$ cat src/rtl/mem_stage_hs_pkg.sv
// mem_pkg: memory command encodings, command decode helpers and the mem_stage_hs FSM state type
package mem_pkg;
  typedef enum logic [3:0] {
    MEM_NONE = 4'd0,
    MEM_LB   = 4'd1,
    MEM_LH   = 4'd2,
    MEM_LW   = 4'd3,
    MEM_LBU  = 4'd4,
    MEM_LHU  = 4'd5,
    MEM_LWU  = 4'd6,
    MEM_LD   = 4'd7,
    MEM_SB   = 4'd8,
    MEM_SH   = 4'd9,
    MEM_SW   = 4'd10,
    MEM_SD   = 4'd11
  } mem_cmd_e;
  typedef enum logic {IDLE, RESP} state_e;
  function automatic logic is_load(input logic [3:0] c, input logic w64);
    return c inside {MEM_LB, MEM_LH, MEM_LW, MEM_LBU, MEM_LHU} || (w64 && c inside {MEM_LWU, MEM_LD});
  endfunction
  function automatic logic is_store(input logic [3:0] c, input logic w64);
    return c inside {MEM_SB, MEM_SH, MEM_SW} || (w64 && c == MEM_SD);
  endfunction
  function automatic logic is_signed_load(input logic [3:0] c);
    return c inside {MEM_LB, MEM_LH, MEM_LW};
  endfunction
  function automatic logic [1:0] acc_size(input logic [3:0] c);
    return c inside {MEM_LB, MEM_LBU, MEM_SB} ? 2'd0 :
           c inside {MEM_LH, MEM_LHU, MEM_SH} ? 2'd1 :
           c inside {MEM_LD, MEM_SD}          ? 2'd3 : 2'd2;
  endfunction
endpackage

$ cat src/rtl/mem_stage_hs_if.sv
// mem_stage_hs_if: EX_MEM inputs, DM request/response and MEM result bundle; master = memory stage, slave = its environment
interface mem_stage_hs_if #(parameter int DATA_W = 32, parameter int ADDR_W = 32);
  logic                EX_MEM_vld;
  logic [3:0]          EX_MEM_mem_cmd;
  logic [ADDR_W-1:0]   EX_MEM_alu_res;
  logic [DATA_W-1:0]   EX_MEM_mem_din;
  logic                MEM_stall;
  logic                DM_req;
  logic                DM_we;
  logic [DATA_W/8-1:0] DM_be;
  logic [ADDR_W-1:0]   DM_addr;
  logic [DATA_W-1:0]   DM_wdata;
  logic                DM_ack;
  logic                DM_rvalid;
  logic [DATA_W-1:0]   DM_rdata;
  logic                MEM_vld;
  logic [DATA_W-1:0]   MEM_data;
  logic                MEM_exc;
  modport master (
    input  EX_MEM_vld, EX_MEM_mem_cmd, EX_MEM_alu_res, EX_MEM_mem_din, DM_ack, DM_rvalid, DM_rdata,
    output MEM_stall, DM_req, DM_we, DM_be, DM_addr, DM_wdata, MEM_vld, MEM_data, MEM_exc
  );
  modport slave (
    output EX_MEM_vld, EX_MEM_mem_cmd, EX_MEM_alu_res, EX_MEM_mem_din, DM_ack, DM_rvalid, DM_rdata,
    input  MEM_stall, DM_req, DM_we, DM_be, DM_addr, DM_wdata, MEM_vld, MEM_data, MEM_exc
  );
endinterface

$ cat src/rtl/mem_stage_hs_load_align.sv
// mem_load_align: selects the byte/half/word/dword lane of rdata at off (size sz) and sign- or zero-extends it to DATA_W
module mem_load_align #(
  parameter int DATA_W = 32,
  localparam int OW = $clog2(DATA_W/8)
) (
  input  logic [DATA_W-1:0] rdata,
  input  logic [OW-1:0]     off,
  input  logic [1:0]        sz,
  input  logic              sgn,
  output logic [DATA_W-1:0] data
);
  logic [DATA_W-1:0] lane, up;
  logic signed [DATA_W-1:0] s;
  logic [7:0] sh;
  always_comb begin
    lane = rdata >> {off, 3'b000};
    sh = 8'(DATA_W - (8 << sz));
    up = lane << sh;
    s = $signed(up) >>> sh;
    data = sgn ? $unsigned(s) : up >> sh;
  end
endmodule

$ cat src/rtl/mem_stage_hs.sv
// mem_stage_hs: handshaked memory stage (clk, rst, bus: EX_MEM in, DM req/ack/rvalid, registered MEM_vld/data/exc); define MEM_MISALIGN_TRAP_EN to trap misaligned accesses
module mem_stage_hs
  import mem_pkg::*;
#(
  parameter int DATA_W = 32,
  parameter int ADDR_W = 32
) (
  input logic           clk,
  input logic           rst,
  mem_stage_hs_if.master bus
);
  localparam int BW = DATA_W/8;
  localparam int OW = $clog2(BW);
  localparam logic W64 = DATA_W == 64;
  state_e state;
  logic ld, st, mem_op, trap, req, done, fin;
  logic [1:0] sz;
  logic [OW-1:0] off, sz_mask;
  logic [BW-1:0] be_mask;
  logic [DATA_W-1:0] wdata, ld_data;
  always_comb begin
    ld = is_load(bus.EX_MEM_mem_cmd, W64);
    st = is_store(bus.EX_MEM_mem_cmd, W64);
    sz = acc_size(bus.EX_MEM_mem_cmd);
    sz_mask = OW'((32'd1 << sz) - 32'd1);
    off = bus.EX_MEM_alu_res[OW-1:0] & ~sz_mask;
    be_mask = ~({BW{1'b1}} << (32'd1 << sz));
    mem_op = !rst && bus.EX_MEM_vld && (ld || st);
`ifdef MEM_MISALIGN_TRAP_EN
    trap = mem_op && state == IDLE && |(bus.EX_MEM_alu_res[OW-1:0] & sz_mask);
`else
    trap = 1'b0;
`endif
    req = mem_op && !trap && state == IDLE;
    done = (req && st && bus.DM_ack) || (!rst && state == RESP && bus.DM_rvalid);
    fin = done || trap || (!rst && bus.EX_MEM_vld && bus.EX_MEM_mem_cmd == MEM_NONE);
    wdata = '0;
    for (int i = 0; i < BW; i++) wdata[8*i +: 8] = bus.EX_MEM_mem_din[8*(i & ((1 << sz) - 1)) +: 8];
    bus.MEM_stall = mem_op && !done && !trap;
    bus.DM_req = req;
    bus.DM_we = req && st;
    bus.DM_be = (req && st) ? be_mask << off : '0;
    bus.DM_addr = req ? {bus.EX_MEM_alu_res[ADDR_W-1:OW], OW'(0)} : '0;
    bus.DM_wdata = (req && st) ? wdata : '0;
  end
  mem_load_align #(.DATA_W(DATA_W)) u_align (
    .rdata (bus.DM_rdata),
    .off   (off),
    .sz    (sz),
    .sgn   (is_signed_load(bus.EX_MEM_mem_cmd)),
    .data  (ld_data)
  );
  always_ff @(posedge clk) begin
    if (rst) begin
      state <= IDLE;
      bus.MEM_vld <= 1'b0;
      bus.MEM_data <= '0;
      bus.MEM_exc <= 1'b0;
    end else begin
      state <= (state == IDLE && req && ld && bus.DM_ack) ? RESP : (state == RESP && bus.DM_rvalid) ? IDLE : state;
      bus.MEM_vld <= fin;
      bus.MEM_exc <= trap;
      if (fin) bus.MEM_data <= (ld && !trap) ? ld_data : DATA_W'(bus.EX_MEM_alu_res);
    end
  end
endmodule

$ cat src/flat_wrapper.sv
// flat-port wrapper written by rule: the top's interface ports become plain ports
module mem_stage_hs_flat import mem_pkg::*;
#(
  parameter int DATA_W = 32,
  parameter int ADDR_W = 32
)
  (clk, rst, bus_EX_MEM_vld, bus_EX_MEM_mem_cmd, bus_EX_MEM_alu_res, bus_EX_MEM_mem_din, bus_DM_ack, bus_DM_rvalid, bus_DM_rdata, bus_MEM_stall, bus_DM_req, bus_DM_we, bus_DM_be, bus_DM_addr, bus_DM_wdata, bus_MEM_vld, bus_MEM_data, bus_MEM_exc);
  mem_stage_hs_if #(.DATA_W(DATA_W), .ADDR_W(ADDR_W)) bus_i ();
  input logic clk;
  input logic rst;
  input wire logic [$bits(bus_i.EX_MEM_vld)-1:0] bus_EX_MEM_vld;
  input wire logic [$bits(bus_i.EX_MEM_mem_cmd)-1:0] bus_EX_MEM_mem_cmd;
  input wire logic [$bits(bus_i.EX_MEM_alu_res)-1:0] bus_EX_MEM_alu_res;
  input wire logic [$bits(bus_i.EX_MEM_mem_din)-1:0] bus_EX_MEM_mem_din;
  input wire logic [$bits(bus_i.DM_ack)-1:0] bus_DM_ack;
  input wire logic [$bits(bus_i.DM_rvalid)-1:0] bus_DM_rvalid;
  input wire logic [$bits(bus_i.DM_rdata)-1:0] bus_DM_rdata;
  output wire logic [$bits(bus_i.MEM_stall)-1:0] bus_MEM_stall;
  output wire logic [$bits(bus_i.DM_req)-1:0] bus_DM_req;
  output wire logic [$bits(bus_i.DM_we)-1:0] bus_DM_we;
  output wire logic [$bits(bus_i.DM_be)-1:0] bus_DM_be;
  output wire logic [$bits(bus_i.DM_addr)-1:0] bus_DM_addr;
  output wire logic [$bits(bus_i.DM_wdata)-1:0] bus_DM_wdata;
  output wire logic [$bits(bus_i.MEM_vld)-1:0] bus_MEM_vld;
  output wire logic [$bits(bus_i.MEM_data)-1:0] bus_MEM_data;
  output wire logic [$bits(bus_i.MEM_exc)-1:0] bus_MEM_exc;
  assign bus_i.EX_MEM_vld = bus_EX_MEM_vld;
  assign bus_i.EX_MEM_mem_cmd = bus_EX_MEM_mem_cmd;
  assign bus_i.EX_MEM_alu_res = bus_EX_MEM_alu_res;
  assign bus_i.EX_MEM_mem_din = bus_EX_MEM_mem_din;
  assign bus_i.DM_ack = bus_DM_ack;
  assign bus_i.DM_rvalid = bus_DM_rvalid;
  assign bus_i.DM_rdata = bus_DM_rdata;
  assign bus_MEM_stall = bus_i.MEM_stall;
  assign bus_DM_req = bus_i.DM_req;
  assign bus_DM_we = bus_i.DM_we;
  assign bus_DM_be = bus_i.DM_be;
  assign bus_DM_addr = bus_i.DM_addr;
  assign bus_DM_wdata = bus_i.DM_wdata;
  assign bus_MEM_vld = bus_i.MEM_vld;
  assign bus_MEM_data = bus_i.MEM_data;
  assign bus_MEM_exc = bus_i.MEM_exc;
  mem_stage_hs #(.DATA_W(DATA_W), .ADDR_W(ADDR_W)) u_core (.clk(clk), .rst(rst), .bus(bus_i));
endmodule
$ cat config.mk
export PLATFORM = sky130hd
export DESIGN_NAME = mem_stage_hs_flat
export DESIGN_NICKNAME = d
export VERILOG_FILES = /design/src/rtl/mem_stage_hs_pkg.sv /design/src/rtl/mem_stage_hs_if.sv /design/src/rtl/mem_stage_hs_load_align.sv /design/src/rtl/mem_stage_hs.sv /design/src/flat_wrapper.sv
export SDC_FILE = /design/constraint.sdc
export NUM_CORES = 1
export LEC_CHECK = 0
export BUFFER_PORTS_ARGS = -buffer_cell sky130_fd_sc_hd__buf_2
export CORE_ASPECT_RATIO = 0.6
export CORE_UTILIZATION = 38
export CTS_CLUSTER_SIZE = 14
export DETAILED_ROUTE_END_ITERATION = 8
export PLACE_DENSITY = 0.74
export SYNTH_ARGS = -nofsm -noshare
export SYNTH_HDL_FRONTEND = slang
export SYNTH_HIERARCHICAL = 1
export SYNTH_SLANG_ARGS = --single-unit
$ cat constraint.sdc
create_clock -name clk -period 7.7 [get_ports clk]
set_clock_uncertainty 0.05 [all_clocks]
set_input_delay 1.54 -clock clk [delete_from_list [all_inputs] [get_ports clk]]
set_output_delay 1.54 -clock clk [all_outputs]
set_load 0.01 [all_outputs]
==> impl_metrics.toml <==
[outcome]
status = "completed"

[placed_design]
dp.cells = 747
place_area_um2 = 4790
dpl.hpwl_um = 10500
place_congestion = 0.853
port_buffers = 206
dp_slack_ns = 1.83

[finish]
n_antenna_cell = 0
fin_area_um2 = 4960
seqCellArea_um2 = 681
multi_input_area_um2 = 2870
nets = 729
fin_cells = 755
areaGrowthSynthToFinish_pct = 29.3
layout_commonest_cell = "buf_2"
drive_gt1_share_pct = 45.3
nFillCells = 951
final_cell_mix = "206 x buf_2, 52 x a211oi_1, 49 x mux2i_1, 40 x and2_1, 34 x dfxtp_1"

[routing]
wire_per_inst_um = 18.8
drt_iter0_drc = 295
vias = 4424
drc_errors = 0
dr.pass1.iters = 4
detail-route-antenna-nets = 0
avgViaCountPerCell = 5.86
wl_um = 14200

[die]
die_h_um = 79.8
dieArea_um2 = 10500
die_w_um = 132
core_um2 = 9490
rows = 27
io-pin-count = 210
start_util_pct = 40.4

[worst_setup_path]
critical-path-max-stage-delay_ns = 1.00
required_ns = 6.11
worstPathCellList = "buf_2 -> inv_1 -> o2111ai_1 -> nor2_2 -> and2_1 -> buf_2"
crit_path_top_delay_cell = "nor2_2"
r2r_cells = 5
regToRegSetupSlack_ns = 5.37
cp_max_fo = 31
timing.rr.start = "u_core/state$_SDFFE_PP0P_"
crit_type = "in -> out"
crit_arrival_ns = 4.26
startpoint_type = "input pin"
cp-end-kind = "output port"
cp_common_cell = "buf_2"
rr_endpoint = "u_core/bus.MEM_data[31]$_SDFFE_PP0P_"

[sta]
worst_slew_pin_slew_ns = 1.08
finalSetupViolations = 0
slew_violations = 0
rsz0062_at_grt = "false"
fmax_ghz = 0.171
post-route-min-period_ns = 5.85
period_share_pct = 75.9
max_slew_margin_pct = 27.9
hold_viol_final = 0
tns_ns = 0
setup_slack_ns = 1.85

[global_route]
grt_pass1_wl_um = 21600
grt_max_degree = 37
gr-total-overflow = 0
grt_antenna_before_repair = 0
grt_use_total_pct = 25.9
grt_pass1_vias = 4134

[hold_path]
min_from = "u_core/state$_SDFFE_PP0P_"
holdPathEnd = "u_core/state$_SDFFE_PP0P_"
hold_class = "reg -> reg"
hold_depth = 2

[yosys]
synth_cell_type_count = 57
syn_inst = 458
syn_area_um2 = 3830
synth-edff-count = 0
seq_area_frac_synth_pct = 17.7
syn_avg_cell_area_um2 = 8.37
ys_warn_count = 6
synth_top_flop_cell = "dfxtp_1"
ys_seq_elements = 34
async_flop_share_pct = 0

[cts]
cts.path.max_buffers = 2
numClockSinks = 34
cts_root_buf = "clkbuf_16"
cts-resized-gates = 0
cts_setup_buffers = 0
ctsHtreeMaxLevel = 2
cts_made_buffers = 5
clk_latency_ns = 0.28
cts_hold_buffers = 0
cts_tree = "done"
clk_pin_slew_worst_paths_ns = 0.05

[power_and_ir_drop]
power.total_mw = 0.635
irDropWorstVdd_mv = 0.0753
p_switching_mw = 0.215
power.internal_mw = 0.421
p_clk_share_pct = 36.6
comb_power_share_pct = 34.5
seq_power_share_pct = 28.8
p_sw_share_pct = 33.8
powerDensity_nw_per_um2 = 128
power.leakage_nw = 2.40

[job]
cap_violations = 0
stage by stage:
stage | utilization, % | hold slack [ns]
after global placement | 50.5 | 0.512
after global routing | 52.2 | 0.551
final | 52.2 | 0.532
after detailed placement | 50.5 | 0.511
after CTS | 52.2 | 0.523
after floorplan | - | 0.474
how the worst max path moves through the flow:
| stage | from | end | slack, ns | depth (start not counted) |
|---|---|---|---|---|
| after CTS | bus_EX_MEM_mem_cmd[1] | bus_DM_addr[5] | 1.83 | 6 |
| after global placement | bus_EX_MEM_mem_cmd[1] | bus_DM_addr[24] | 2.14 | 6 |
| after global routing | bus_EX_MEM_mem_cmd[1] | bus_DM_addr[5] | 1.68 | 6 |
| final | bus_EX_MEM_mem_cmd[1] | bus_DM_addr[11] | 1.85 | 6 |
| after floorplan | bus_EX_MEM_mem_cmd[2] | bus_DM_be[0] | 3.11 | 6 |
| after detailed placement | bus_EX_MEM_mem_cmd[1] | bus_DM_addr[5] | 1.83 | 6 |
sequential cells by signal (all words and copies together) (netlist names):
register and cells:
u_core/bus.MEM_data 32, u_core/bus.MEM_vld 1, u_core/state 1
critical path: cells and delay by family:
family | cells | cell delay (ns)
buffers and inverters | 3 | 0.87
AO/OA/AOI/OAI | 1 | 0.58
AND/OR/NAND/NOR | 2 | 1.24
cell families (layout without fill, tap and decap cells):
kind of cell / Yosys count / in the layout / share of synthesized area (%)
other cells: 1 / 3 / 0.0978
simple gates: 128 / 128 / 18.7
mux: 58 / 58 / 15.5
compound gates: 174 / 174 / 38.9
xor+xnor: 3 / 3 / 0.685
fa+ha+maj: 1 / 1 / 0.294
flops: 34 / 34 / 17.7
buf+inv: 59 / 224 / 8.03
cell usage after synthesis, types with 2 or more instances:
cell / number / area [µm²]
a2111oi_0: 8 / 70.1
a211o_1: 2 / 17.5
a211oi_1: 52 / 390
a211oi_2: 29 / 363
a21o_1: 2 / 15.0
a21oi_1: 13 / 65.1
a221o_1: 6 / 60.1
a2bb2oi_1: 9 / 78.8
and2_1: 40 / 250
buf_1: 5 / 18.8
buf_2: 21 / 105
buf_4: 7 / 52.6
buf_6: 4 / 45.0
clkbuf_1: 15 / 56.3
dfxtp_1: 34 / 681
inv_1: 6 / 22.5
mux2_2: 8 / 90.1
mux2i_1: 49 / 490
nand2_1: 19 / 71.3
nand2b_1: 3 / 18.8
nand3_1: 9 / 45.0
nand3b_1: 2 / 15.0
nor2_1: 17 / 63.8
nor2b_1: 19 / 119
nor3_1: 4 / 20.0
nor3b_1: 3 / 22.5
o21ai_0: 16 / 80.1
o21ai_2: 3 / 26.3
o221a_2: 8 / 90.1
o22ai_1: 16 / 100
or3_1: 2 / 12.5
xor2_1: 2 / 17.5
cell type report:
cell class	count	area share, %
multi-input cells	367	57.8
clock buffers	5	2.52
flip-flops and latches	34	13.7
clock inverters	3	0.808
inverters	6	0.454
repair buffers	210	21.4
well taps	130	3.28
per-layer routing:
metal	GRT usage [%]	up-vias	share of wire, %
met5	0	-	0
met4	6.51	0	0.82
met3	6.29	10	8.4
met2	40.9	231	45
met1	35.1	2086	46
li1	-	2097	-
power groups by stage:
| stage | Sequential [mW] | Combinational [mW] | Clock [mW] |
|---|---|---|---|
| final | 0.183 | 0.219 | 0.233 |
| after global routing | 0.184 | 0.235 | 0.245 |
| after CTS | 0.183 | 0.216 | 0.236 |
| after detailed placement | 0.187 | 0.216 | 0 |
| after global placement | 0.187 | 0.210 | 0 |
| after floorplan | 0.189 | 0.140 | 0 |
Power figures use the tool's default switching activity.
